$ cat src/rtl/down_timer_pkg.sv
// Shared types, widths and a saturating decrement for the down_timer block.
// The timer's state encoding lives here so the top and any wrapper agree on it.
package down_timer_pkg;

  localparam int COUNT_W = 8;
  localparam int PRESC_W = 4;

  typedef enum logic [1:0] {
    ST_IDLE  = 2'd0,
    ST_RUN   = 2'd1,
    ST_PAUSE = 2'd2
  } state_t;

  // Decrement that sticks at zero instead of wrapping.
  function automatic logic [COUNT_W-1:0] dec_sat(input logic [COUNT_W-1:0] v);
    if (v == '0) begin
      return '0;
    end
    return v - COUNT_W'(1);
  endfunction

endpackage

$ cat src/rtl/down_timer_prescale.sv
// Tick divider: one tick every presc+1 enabled clocks, restartable via clr.
// The counter freezes while en is low so a paused timer keeps its phase.
module down_timer_prescale
  import down_timer_pkg::*;
(
  input  logic               clk,
  input  logic               rst,
  input  logic               clr,
  input  logic               en,
  input  logic [PRESC_W-1:0] presc,
  output logic               tick
);

  logic [PRESC_W-1:0] r_cnt;
  logic [PRESC_W-1:0] w_cnt_next;
  logic               w_match;

  // >= rather than == so lowering presc mid-count fires at the next compare
  // instead of running the counter all the way round.
  assign w_match = (r_cnt >= presc);
  assign tick    = en && !clr && w_match;

  always_comb begin
    w_cnt_next = r_cnt;
    if (clr) begin
      w_cnt_next = '0;
    end else if (en) begin
      if (w_match) begin
        w_cnt_next = '0;
      end else begin
        w_cnt_next = r_cnt + PRESC_W'(1);
      end
    end
  end

  always_ff @(posedge clk or posedge rst) begin
    if (rst) begin
      r_cnt <= '0;
    end else begin
      r_cnt <= w_cnt_next;
    end
  end

endmodule

$ cat src/rtl/down_timer.sv
// Programmable 8-bit down timer with pause, auto-reload, done pulse and sticky irq.
// All outputs come straight from registers; the prescaler paces decrements.
module down_timer
  import down_timer_pkg::*;
(
  input  logic               clk,
  input  logic               rst,
  input  logic               load,
  input  logic [COUNT_W-1:0] load_val,
  input  logic               start,
  input  logic               stop,
  input  logic               auto_reload,
  input  logic [PRESC_W-1:0] presc,
  input  logic               irq_clr,
  output logic [COUNT_W-1:0] count,
  output logic               busy,
  output logic               done,
  output logic               irq
);

  state_t             r_state;
  state_t             w_state_next;
  logic [COUNT_W-1:0] r_count;
  logic [COUNT_W-1:0] w_count_next;
  logic [COUNT_W-1:0] r_reload;
  logic [COUNT_W-1:0] w_reload_next;
  logic               r_busy;
  logic               r_done;
  logic               w_done_next;
  logic               r_irq;
  logic               w_irq_next;

  logic [COUNT_W-1:0] w_eff_count;
  logic               w_enter_run;
  logic               w_presc_en;
  logic               w_presc_clr;
  logic               w_tick;

  // Count as it will stand after this cycle's load, used for the start check.
  assign w_eff_count = load ? load_val : r_count;
  assign w_enter_run = start && !stop && (r_state != ST_RUN) && (w_eff_count != '0);
  assign w_presc_en  = (r_state == ST_RUN) && !stop;
  assign w_presc_clr = load || w_enter_run;

  down_timer_prescale u_prescale (
    .clk   (clk),
    .rst   (rst),
    .clr   (w_presc_clr),
    .en    (w_presc_en),
    .presc (presc),
    .tick  (w_tick)
  );

  always_comb begin
    w_state_next  = r_state;
    w_count_next  = w_eff_count;
    w_reload_next = load ? load_val : r_reload;
    w_done_next   = 1'b0;
    w_irq_next    = r_irq && !irq_clr;

    case (r_state)
      ST_IDLE: begin
        if (w_enter_run) begin
          w_state_next = ST_RUN;
        end
      end

      ST_PAUSE: begin
        if (stop) begin
          w_state_next = ST_IDLE;
        end else if (w_enter_run) begin
          w_state_next = ST_RUN;
        end
      end

      ST_RUN: begin
        // w_tick is already masked on load cycles, so load always wins.
        if (stop) begin
          w_state_next = ST_PAUSE;
        end else if (w_tick) begin
          if (r_count == COUNT_W'(1)) begin
            w_done_next = 1'b1;
            w_irq_next  = 1'b1;
            if (auto_reload && (r_reload != '0)) begin
              w_count_next = r_reload;
            end else begin
              w_count_next = '0;
              w_state_next = ST_IDLE;
            end
          end else if (r_count == '0) begin
            w_state_next = ST_IDLE;
          end else begin
            w_count_next = dec_sat(r_count);
          end
        end
      end

      default: begin
        w_state_next = ST_IDLE;
      end
    endcase
  end

  always_ff @(posedge clk or posedge rst) begin
    if (rst) begin
      r_state <= ST_IDLE;
    end else begin
      r_state <= w_state_next;
    end
  end

  always_ff @(posedge clk or posedge rst) begin
    if (rst) begin
      r_count  <= '0;
      r_reload <= '0;
      r_busy   <= 1'b0;
      r_done   <= 1'b0;
      r_irq    <= 1'b0;
    end else begin
      r_count  <= w_count_next;
      r_reload <= w_reload_next;
      r_busy   <= (w_state_next == ST_RUN);
      r_done   <= w_done_next;
      r_irq    <= w_irq_next;
    end
  end

  assign count = r_count;
  assign busy  = r_busy;
  assign done  = r_done;
  assign irq   = r_irq;

endmodule

$ cat config.mk
export PLATFORM = sky130hd
export DESIGN_NAME = down_timer
export DESIGN_NICKNAME = d
export VERILOG_FILES = /design/src/rtl/down_timer_pkg.sv /design/src/rtl/down_timer_prescale.sv /design/src/rtl/down_timer.sv
export SDC_FILE = /design/constraint.sdc
export NUM_CORES = 1
export LEC_CHECK = 0
export CAP_MARGIN = 20
export CORE_AREA = 2 2 74 76
export DETAILED_ROUTE_END_ITERATION = 10
export DIE_AREA = 0 0 76 78
export GPL_TIMING_DRIVEN = 0
export PLACE_DENSITY = 0.53
export SYNTH_ARGS = -nofsm -noshare
export SYNTH_HDL_FRONTEND = slang
export SYNTH_SLANG_ARGS = --single-unit
$ cat constraint.sdc
create_clock -name clk -period 5.89 [get_ports clk]
set_input_delay 0.8835 -clock clk [delete_from_list [all_inputs] [get_ports clk]]
set_output_delay 0.8835 -clock clk [all_outputs]
set_load 0.01 [all_outputs]
# Yosys cells after proc, flatten, opt, wreduce, memory -nomap -nowiden

Cells that the tools add are included.

Flip-flop bits (word level): 25
Bits of input ports: 19
Output and inout bits: 11
Word-level logic and storage cells: 64

Add/subtract/negate cells: 2
Magnitude comparators: 1
Equal/unequal tests: 5
Multiplexer cells: 32
Reductions and logical operators: 17

Operators with widths:

| operator                                                           | number |
|---|---|
| 8-bit 2-to-1 mux                                                   | 8 |
| 8-bit nonzero test                                                 | 2 |
| 2-bit 2-to-1 mux                                                   | 7 |
| 1-bit 2-to-1 mux                                                   | 13 |
| 4-bit 2-to-1 mux                                                   | 3 |
| 8-bit by 1-bit == test with 1-bit output, second input constant    | 1 |
| 1-bit logical AND                                                  | 8 |
| 8-bit zero test                                                    | 1 |
| 8-bit by 1-bit subtractor with 8-bit output, second input constant | 1 |
| 2-bit case mux with 3 select lines                                 | 1 |
| 4-bit by 1-bit adder with 4-bit output, second input constant      | 1 |
| 2-bit by 1-bit == test with 1-bit output, second input constant    | 2 |
| 4-bit greater-or-equal comparator                                  | 1 |
| 1-bit zero test                                                    | 3 |
| 2-bit == test, second input constant                               | 1 |
| 2-bit zero test                                                    | 1 |
| 2-bit by 1-bit != test with 1-bit output, second input constant    | 1 |
| 2-bit nonzero test                                                 | 1 |
| 1-bit logical OR                                                   | 1 |

# Longest topological paths before layout

Gate-level depths: netlist of run 1.

Depth after elaboration: 17
Gate-level depth with buffers: 7
Mapped depth without buffers: 7

# By module

From an unflattened synthesis of run 1, not the netlist that was laid out.

Cell total of the unflattened synthesis: 155
Area, all modules: 1587.8 sq um

By module, submodules not included:

| module              | times used | cells each | area each (sq um) | seq. area each (sq um) |
|---|---|---|---|---|
| down_timer          | 1          | 117        | 1231.2            | 525.5 |
| down_timer_prescale | 1          | 38         | 356.6             | 100.1 |

# Least setup slack after synthesis of run 1

OpenSTA, ideal clock, no wires.

Path type: input -> register
Start point: input port presc[0]
End point: register u_prescale.r_cnt[1]
Library setup time: 0.066 ns
Arrival time: 2.323 ns
Required time: 5.824 ns
Setup slack: 3.501 ns
Stages on the path: 5
Path buffers: 0
Cell sequence: ha_1 > nand2b_1 > a2111o_1 > a21boi_0 > a22o_1

Cells in the longest elaborated chain, start to end: 4

RTL lines:

| element                           | RTL line                  | source |
|---|---|---|
| start, declared                   | down_timer.sv:13          | `input logic [PRESC_W-1:0] presc,` |
| 4-bit greater-or-equal comparator | down_timer_prescale.sv:20 | `assign w_match = (r_cnt >= presc);` |
| 4-bit 2-to-1 mux                  | down_timer_prescale.sv:28 | `if (w_match) begin` |
| 4-bit 2-to-1 mux                  | down_timer_prescale.sv:27 | `end else if (en) begin` |
| 4-bit 2-to-1 mux                  | down_timer_prescale.sv:25 | `if (clr) begin` |
| end signal, assigned              | down_timer_prescale.sv:40 | `r_cnt <= w_cnt_next;` |
| end, declared                     | down_timer_prescale.sv:14 | `logic [PRESC_W-1:0] r_cnt;` |

No other way between the ends. The select of a mux whose other input is x is not followed.
A chain may end at the register's enable or synchronous reset.

# Worst setup path in the final report of run 1

Start point: input port presc[0]
End point: register u_prescale.r_cnt[2]

Same word-level chain as after synthesis.

==> summary.md, run 1 <==
| Metric | Value |
|---|---|
| Pwr dens | 206 mW/mm^2 |
| Critical R2R Capture | u_prescale.r_cnt[2] |
| Clk_lat worst skew | 0.27 ns |
| Cells on worst reg2reg path | 7 |
| Drt wl/cell | about 14 um |
| CP Class | in -> reg |
| Top cell type's share of synthesized area | 41.8% |
| Max-slew headroom | 47.1% |
| Clock skew | 0.00678 ns |
| Row Count | 26 |
| YS warnings | 0 |
| Most common cell after layout, fill and taps aside | clkdlybuf4s50_1 |
| Reg clk slew, reported paths | ~0.08 ns |
| Critical path endpoint category | flip-flop |
| Die Wd | 76 um |
| HP Class | reg -> reg |
| Antenna violations before repair | 0 |
| Slowest stage delay, CP | 0.56 ns |
| IR drop worst, VDD | 83.3 uV |
| Most frequent cells in the layout | 29 x clkdlybuf4s50_1, 25 x dfrtp_1, 11 x inv_1, 9 x mux2_2, 9 x o22ai_1 |
| Area Overhead vs Synth | 29.3% |
| Core box area | 0.00504 mm^2 |
| F_max | 365 MHz |
| Highest Signal Layer | met4 |
| First-pass GRT wire length | 6100 um |
| Reg-to-Reg Start | u_prescale.r_cnt[0] |
| Data arrival, critical path | about 3.0 ns |
| Setup TNS Final | 0 ns |
| Post-CTS Hold Buffers | 0 |
| Vias post-DR | 1208 |
| CTS root buf | clkbuf_8 |
| Gpl congestion | 0.826 |
| Crit path max-delay cell type | a21boi_0 |
| Total GRT Usage | 12.5% |
| Inserted Clock Buffers | 3 |
| Post-route DRC | 0 |
| RSZ-0062 raised after global routing | no |
| Congestion Overflow GR | 0 |
| Final hold violations | 0 |
| Crit-path cells | clkdlybuf4s50_1 -> ha_1 -> nand2b_1 -> a2111o_1 -> a21boi_0 -> nand3b_1 -> nand3_1 |
| CTS H-tree depth | 1 |
| Worst Hold Path EP | r_state[1] |
| N_diodes | 0 |
| Asr flop ratio synth | 100% |
| Seq cells post-synth | 25 |
| Number of global-route vias before repair | 1298 |
| Hold path cells | 2 |
| CTS tree | built |
| Required time worst endpoint | 6.10 ns |
| Post-synth EDFFs | 0 |
| Distinct cell type count after synthesis | 42 |
| Leak | 0.812 nW |
| DRT Pass-1 Iters | 4 |
| CTS Buffer Depth | 2 |
| Nets | approximately 200 |
| Met3 wire len | 136 um |
| Worst setup SP type | primary input |
| Post_cts resized | 0 |
| # clock sinks | 25 |
| Synth area leader | dfrtp_1 |
| DR vias/cell | between 4 and 5 |
| Tightest Pin Transition | a little under 0.8 ns |
| Mapped Cells | 140 |
| Design Power | 0.399 mW |
| Layout cells sized above 1 | between 10% and 20% |
| Largest net degree at the start of global routing | 26 |
| Post-route antenna net violation count | 0 |
| Max-Cap Viols | 0 |
| Setup Fix Bufs, Post-CTS | 0 |
| Metal2 WL | about 1600 um |
| Reg-to-reg setup timing slack | 3.73 ns |
| Post-DP HPWL | 2640 um |
| Avg Inst Size Synth | 10.7 um^2 |
| Status | finished, final reports clean |
| IO buf count | 29 |
| Synthesized net count | 166 |
| Routed WL | 3470 um |
| Final Setup Violations | 0 |
| Synth Cell Area | 0.00150 mm^2 |
| Die area | 0.00593 mm^2 |
| Min-delay src | r_state[1] |
| Final period utilization | 46.5% |
| Io pins | 30 |
| Slew Limit Fails | 0 |
| Sequential share of the synthesized area | between 40% and 50% |
| Die height | between 70 and 80 um |
| Routed length on met1 | roughly 1600 um |
| Ys flop type | dfrtp_1 |
| DR iter-0 viols | 45 |
| CP Max Fanout | 6 |
| Initial Utilization | 29.7% |
| Top post-synthesis cells by area | dfrtp_1 42%, mux2_2 6.8%, ha_1 5.9%, mux2i_1 5.4%, o22ai_1 3.8% |
| Fin crit period | 2.74 ns |
==> layout make-up <==
class | count | area (um^2)
Buffer | 4 | 23.8
Clock buffer | 4 | 45.0
Fill cell | 512 | 3110
Inverter | 11 | 41.3
Multi-Input combinational cell | 100 | 805
Sequential cell | 25 | 626
Tap cell | 70 | 87.6
Timing Repair Buffer | 30 | 305
==> routing by layer <==
layer	vias to the layer above	GRT usage (%)
li1	593	-
met1	576	16.0
met2	33	21.3
met3	6	1.98
met4	0	5.27
met5	-	0
==> cells by family after synthesis <==
family                     Yosys count  share of synthesized area [%]
and+or+nand+nor                     37                           15.2
AOI/OAI and AO/OA                   35                           18.1
DFF                                 25                           41.8
muxes                               18                           12.9
buffers and inverters               15                           4.35
adders and majority gates            7                           5.86
xor gates and xnor gates             3                           1.76
==> registers in the layout, indices dropped and copies added, names as in the netlist <==
name	cells
busy	1
count	8
done	1
irq	1
r_reload	8
r_state	2
u_prescale.r_cnt	4
==> through the flow <==
step / hold slack [ns] / instance area [um^2] / std cells / utilization [%] / setup WS [ns]
finish: 0.519 / 1930 / 244 / 38.3 / 3.15
global route: 0.560 / 1930 / 244 / 38.3 / 2.99
CTS: 0.522 / 1920 / 243 / 38.0 / 3.14
detailed placement: 0.503 / 1870 / 239 / 37.1 / 2.86
global placement: 0.481 / 1870 / 239 / 37.1 / 2.86
floorplan: 0.460 / 1500 / 140 / - / 3.50
==> Yosys cell counts (2+ instances only) <==
cell type  instances
a21boi_0           2
a21oi_1            3
a22oi_1            4
a31oi_1            2
clkbuf_1           2
dfrtp_1           25
ha_1               7
inv_1             11
mux2_2             9
mux2i_1            8
nand2_1            4
nand2b_1           4
nand3_1            7
nand3b_1           2
nor2_1             7
nor4_1             3
o21ai_0            3
o22ai_1            9
o31ai_1            3
or4_1              2
xor2_1             2
==> power breakdown <==
group	switching, mW	internal [mW]
combinational	0.0418	0.0524
clock	0.0513	0.0483
sequential	0.0190	0.186
total	0.112	0.287
==> worst max path at each step <==
stage,to,slack (ns),from
2_1_floorplan,u_prescale.r_cnt[1],3.50,presc[0]
3_3_place_gp,count[3],2.86,presc[0]
3_5_place_dp,count[5],2.86,presc[0]
4_1_cts,count[5],3.14,presc[0]
5_1_grt,u_prescale.r_cnt[2],2.99,presc[0]
6_report,u_prescale.r_cnt[2],3.15,presc[0]
==> worst max-delay path: cells and delay by family <==
family	cells	cell delay, ns
AOI/OAI and AO/OA	2	0.98
buffers and inverters	1	0.40
and+or+nand+nor	3	0.40
adders and majority gates	1	0.28
Power figures use the tool's default switching activity.
==> run 2, diff against run 1 <==
PLACE_DENSITY = 0.55   (was 0.53)
clock period = 2.2 ns   (was 5.89 ns; I/O delays follow)
==> summary.md, run 2 (synthesis results as in run 1) <==
| Metric | Value |
|---|---|
| Total GRT Usage | 12.5% (-0.081 points) |
| Setup TNS Final | 0 ns (unchanged) |
| Core box area | 0.00504 mm^2 (unchanged) |
| CTS tree | built |
| M2 GR Usage | 20.7% (-0.54 points) |
| Most used routing layer | met2 |
| Post-route DRC | 0 (unchanged) |
| CTS Buffer Depth | 2 (unchanged) |
| Reg power frac | 51.1% (-0.3 points) |
| Gpl congestion | 0.827 (+0.18%) |
| Die height | 78 um (unchanged) |
| Antenna violations before repair | 0 (unchanged) |
| Leak | 0.821 nW (+1.1%) |
| Slew Limit Fails | 0 (unchanged) |
| Setup Fix Bufs, Post-CTS | 0 (unchanged) |
| Max-slew headroom | 58.2% (+11 points) |
| Crit-path cells | or4_4 -> nor4_1 -> mux2_2 -> a41oi_1 -> o22ai_1 |
| Cells on worst reg2reg path | 5 (-2) |
| Nets | 201 (unchanged) |
| DR vias/cell | 5.08 (+2.6%) |
| GR Util met1 | 16.2% (+0.19 points) |
| Required time worst endpoint | 2.33 ns (-3.77 ns) |
| CTS H-tree depth | 1 (unchanged) |
| Reg-to-reg setup timing slack | 0.13 ns (-3.60 ns) |
| Inserted Clock Buffers | 3 (unchanged) |
| Comb pwr share | 24.0% (+0.4 points) |
| First-pass GRT wire length | 6040 um (-0.90%) |
| Reg-to-Reg Start | count[0] |
| Row Count | 26 (unchanged) |
| Layout cells sized above 1 | 14.4% (+1.1 points) |
| Design Power | 1.08 mW (+170%) |
| Final period utilization | 93.9% |
| Filler Cells Inserted | 500 (-2.3%) |
| Worst setup path endpoint | count[7] |
| Max-Cap Viols | 0 (unchanged) |
| # clock sinks | 25 (unchanged) |
| Fin crit period | about 2.1 ns |
| Die area | 0.00593 mm^2 (unchanged) |
| RSZ-0062 raised after global routing | no |
| Die Wd | 76 um (unchanged) |
| Reg clk slew, reported paths | 0.08 ns (about the same) |
| Final hold violations | 0 (unchanged) |
| CTS root buf | clkbuf_8 |
| Critical R2R Capture | count[7] |
| Post-route antenna net violation count | 0 (unchanged) |
| Clk_lat worst skew | 0.27 ns (about the same) |
| Critical path endpoint category | flip-flop |
| Routed WL | 3540 um (+2.2%) |
| Tightest Pin Transition | 0.628 ns (-0.163 ns) |
| Worst hold margin | 0.416 ns (-0.103 ns) |
| Pint | 0.771 mW (+170%) |
| Clock share of power | 25.0% (about the same) |
| CP Class | reg -> reg |
| F_max | 484 MHz |
| Io pins | 30 (unchanged) |
| Worst setup SP type | flip-flop |
| CP startpoint | count[0] |
| Number of global-route vias before repair | 1289 (-0.69%) |
| Pwr dens | 550 mW/mm^2 (+170%) |
| Switch Pwr | 0.304 mW (+170%) |
| Final Setup Violations | 0 (unchanged) |
| IR drop worst, VDD | 229 uV (+170%) |
| HP Class | in -> async |
| Post-DP HPWL | 2650 um (+0.64%) |
| Area Overhead vs Synth | 30.6% |
| DR iter-0 viols | 49 (+8.9%) |
| Status | finished, final reports clean |
| Sw frac | 28.3% (+0.18 points) |
| IO buf count | 29 (unchanged) |
| Drt wl/cell | 14.5 um (+2.2%) |
| CP Max Fanout | 6 (unchanged) |
| Data arrival, critical path | 2.19 ns (-0.76 ns) |
| Largest net degree at the start of global routing | 26 (unchanged) |
| Most frequent cells in the layout | 29 x clkdlybuf4s50_1, 25 x dfrtp_1, 11 x inv_1, 9 x mux2_2, 9 x o22ai_1 |
| Crit path max-delay cell type | or4_4 |
| Initial Utilization | 29.7% (unchanged) |
| Vias post-DR | 1239 (+2.6%) |
| N_diodes | 0 (unchanged) |
| Most common cell after layout, fill and taps aside | clkdlybuf4s50_1 |
| Slowest stage delay, CP | 0.60 ns (+0.04 ns) |
| Clock skew | 0.00247 ns (-0.00431 ns) |
| Routing usage on met3 | 1.74% (-0.23 points) |
| Congestion Overflow GR | 0 (unchanged) |
| DRT Pass-1 Iters | 4 (unchanged) |
[run 2: cell types whose count changed in the layout (fill, tap and decap cells not counted)]
cell,previous run,this run
a31oi_1,2,1
a21boi_0,2,1
a31oi_2,0,1
clkbuf_1,3,2
a21boi_1,0,1
buf_8,1,0
buf_16,0,1
clkbuf_2,0,1
[run 2: metal layers]
| layer | vias to the layer above | wire [um] | share of wire, % |
|---|---|---|---|
| li1 | 589 | - | - |
| met4 | 0 | 62 | 1.8 |
| met3 | 7 | 123 | 3.5 |
| met1 | 609 | 1660 | 47 |
| met5 | - | 0 | 0 |
| met2 | 34 | 1690 | 48 |
[run 2: critical path: cells and delay by family, from the launching register on]
kind	cells	cell delay [ns]
multiplexers	1	0.38
AND/OR/NAND/NOR	2	0.84
AO/OA/AOI/OAI	2	0.26
flip-flops	1	0.45
[run 2: repair_timing]
action                     CTS  global route
hold buffers                 0             0
resized for setup            1             2
setup endpoints to repair    9            12
hold endpoints to repair     0             0
[run 2: final cells by class]
class,count,area [um^2],share of cell area (%)
buffer,4,25.0,1.28
clock buffer,4,45.0,2.31
inverter,11,41.3,2.11
multi-input combinational,100,811,41.5
sequential,25,626,32.0
tap,70,87.6,4.48
timing repair buffer,30,318,16.3
[run 2: power by group through the flow]
stage,Sequential (mW),Clock [mW],Combinational (mW)
after floorplan,0.554,0,0.139
after global placement,0.557,0,0.247
after detailed placement,0.559,0,0.250
after CTS,0.549,0.279,0.253
after global routing,0.556,0.307,0.285
final,0.549,0.268,0.258
[run 2: worst min-delay path by stage]
| stage | startpoint | endpoint | slack (ns) | cells past startpoint |
|---|---|---|---|---|
| detailed placement | r_state[1] | r_state[1] | 0.51 | 2 |
| floorplan | rst | busy | 0.36 | 1 |
| global route | rst | u_prescale.r_cnt[2] | 0.44 | 3 |
| finish | rst | u_prescale.r_cnt[2] | 0.42 | 3 |
| global placement | r_state[1] | r_state[1] | 0.48 | 2 |
| CTS | r_state[0] | r_state[0] | 0.52 | 1 |
[run 2: per-stage QoR]
stage               instances  cell area [um^2]  setup slack, ns  util (%)
finish                    244              1950            0.135      38.7
global route              244              1950           0.0156      38.7
CTS                       243              1920           0.0221      38.1
detailed placement        239              1870           -0.321      37.1
global placement          239              1870           -0.278      37.1
floorplan                 140              1500            0.273         -
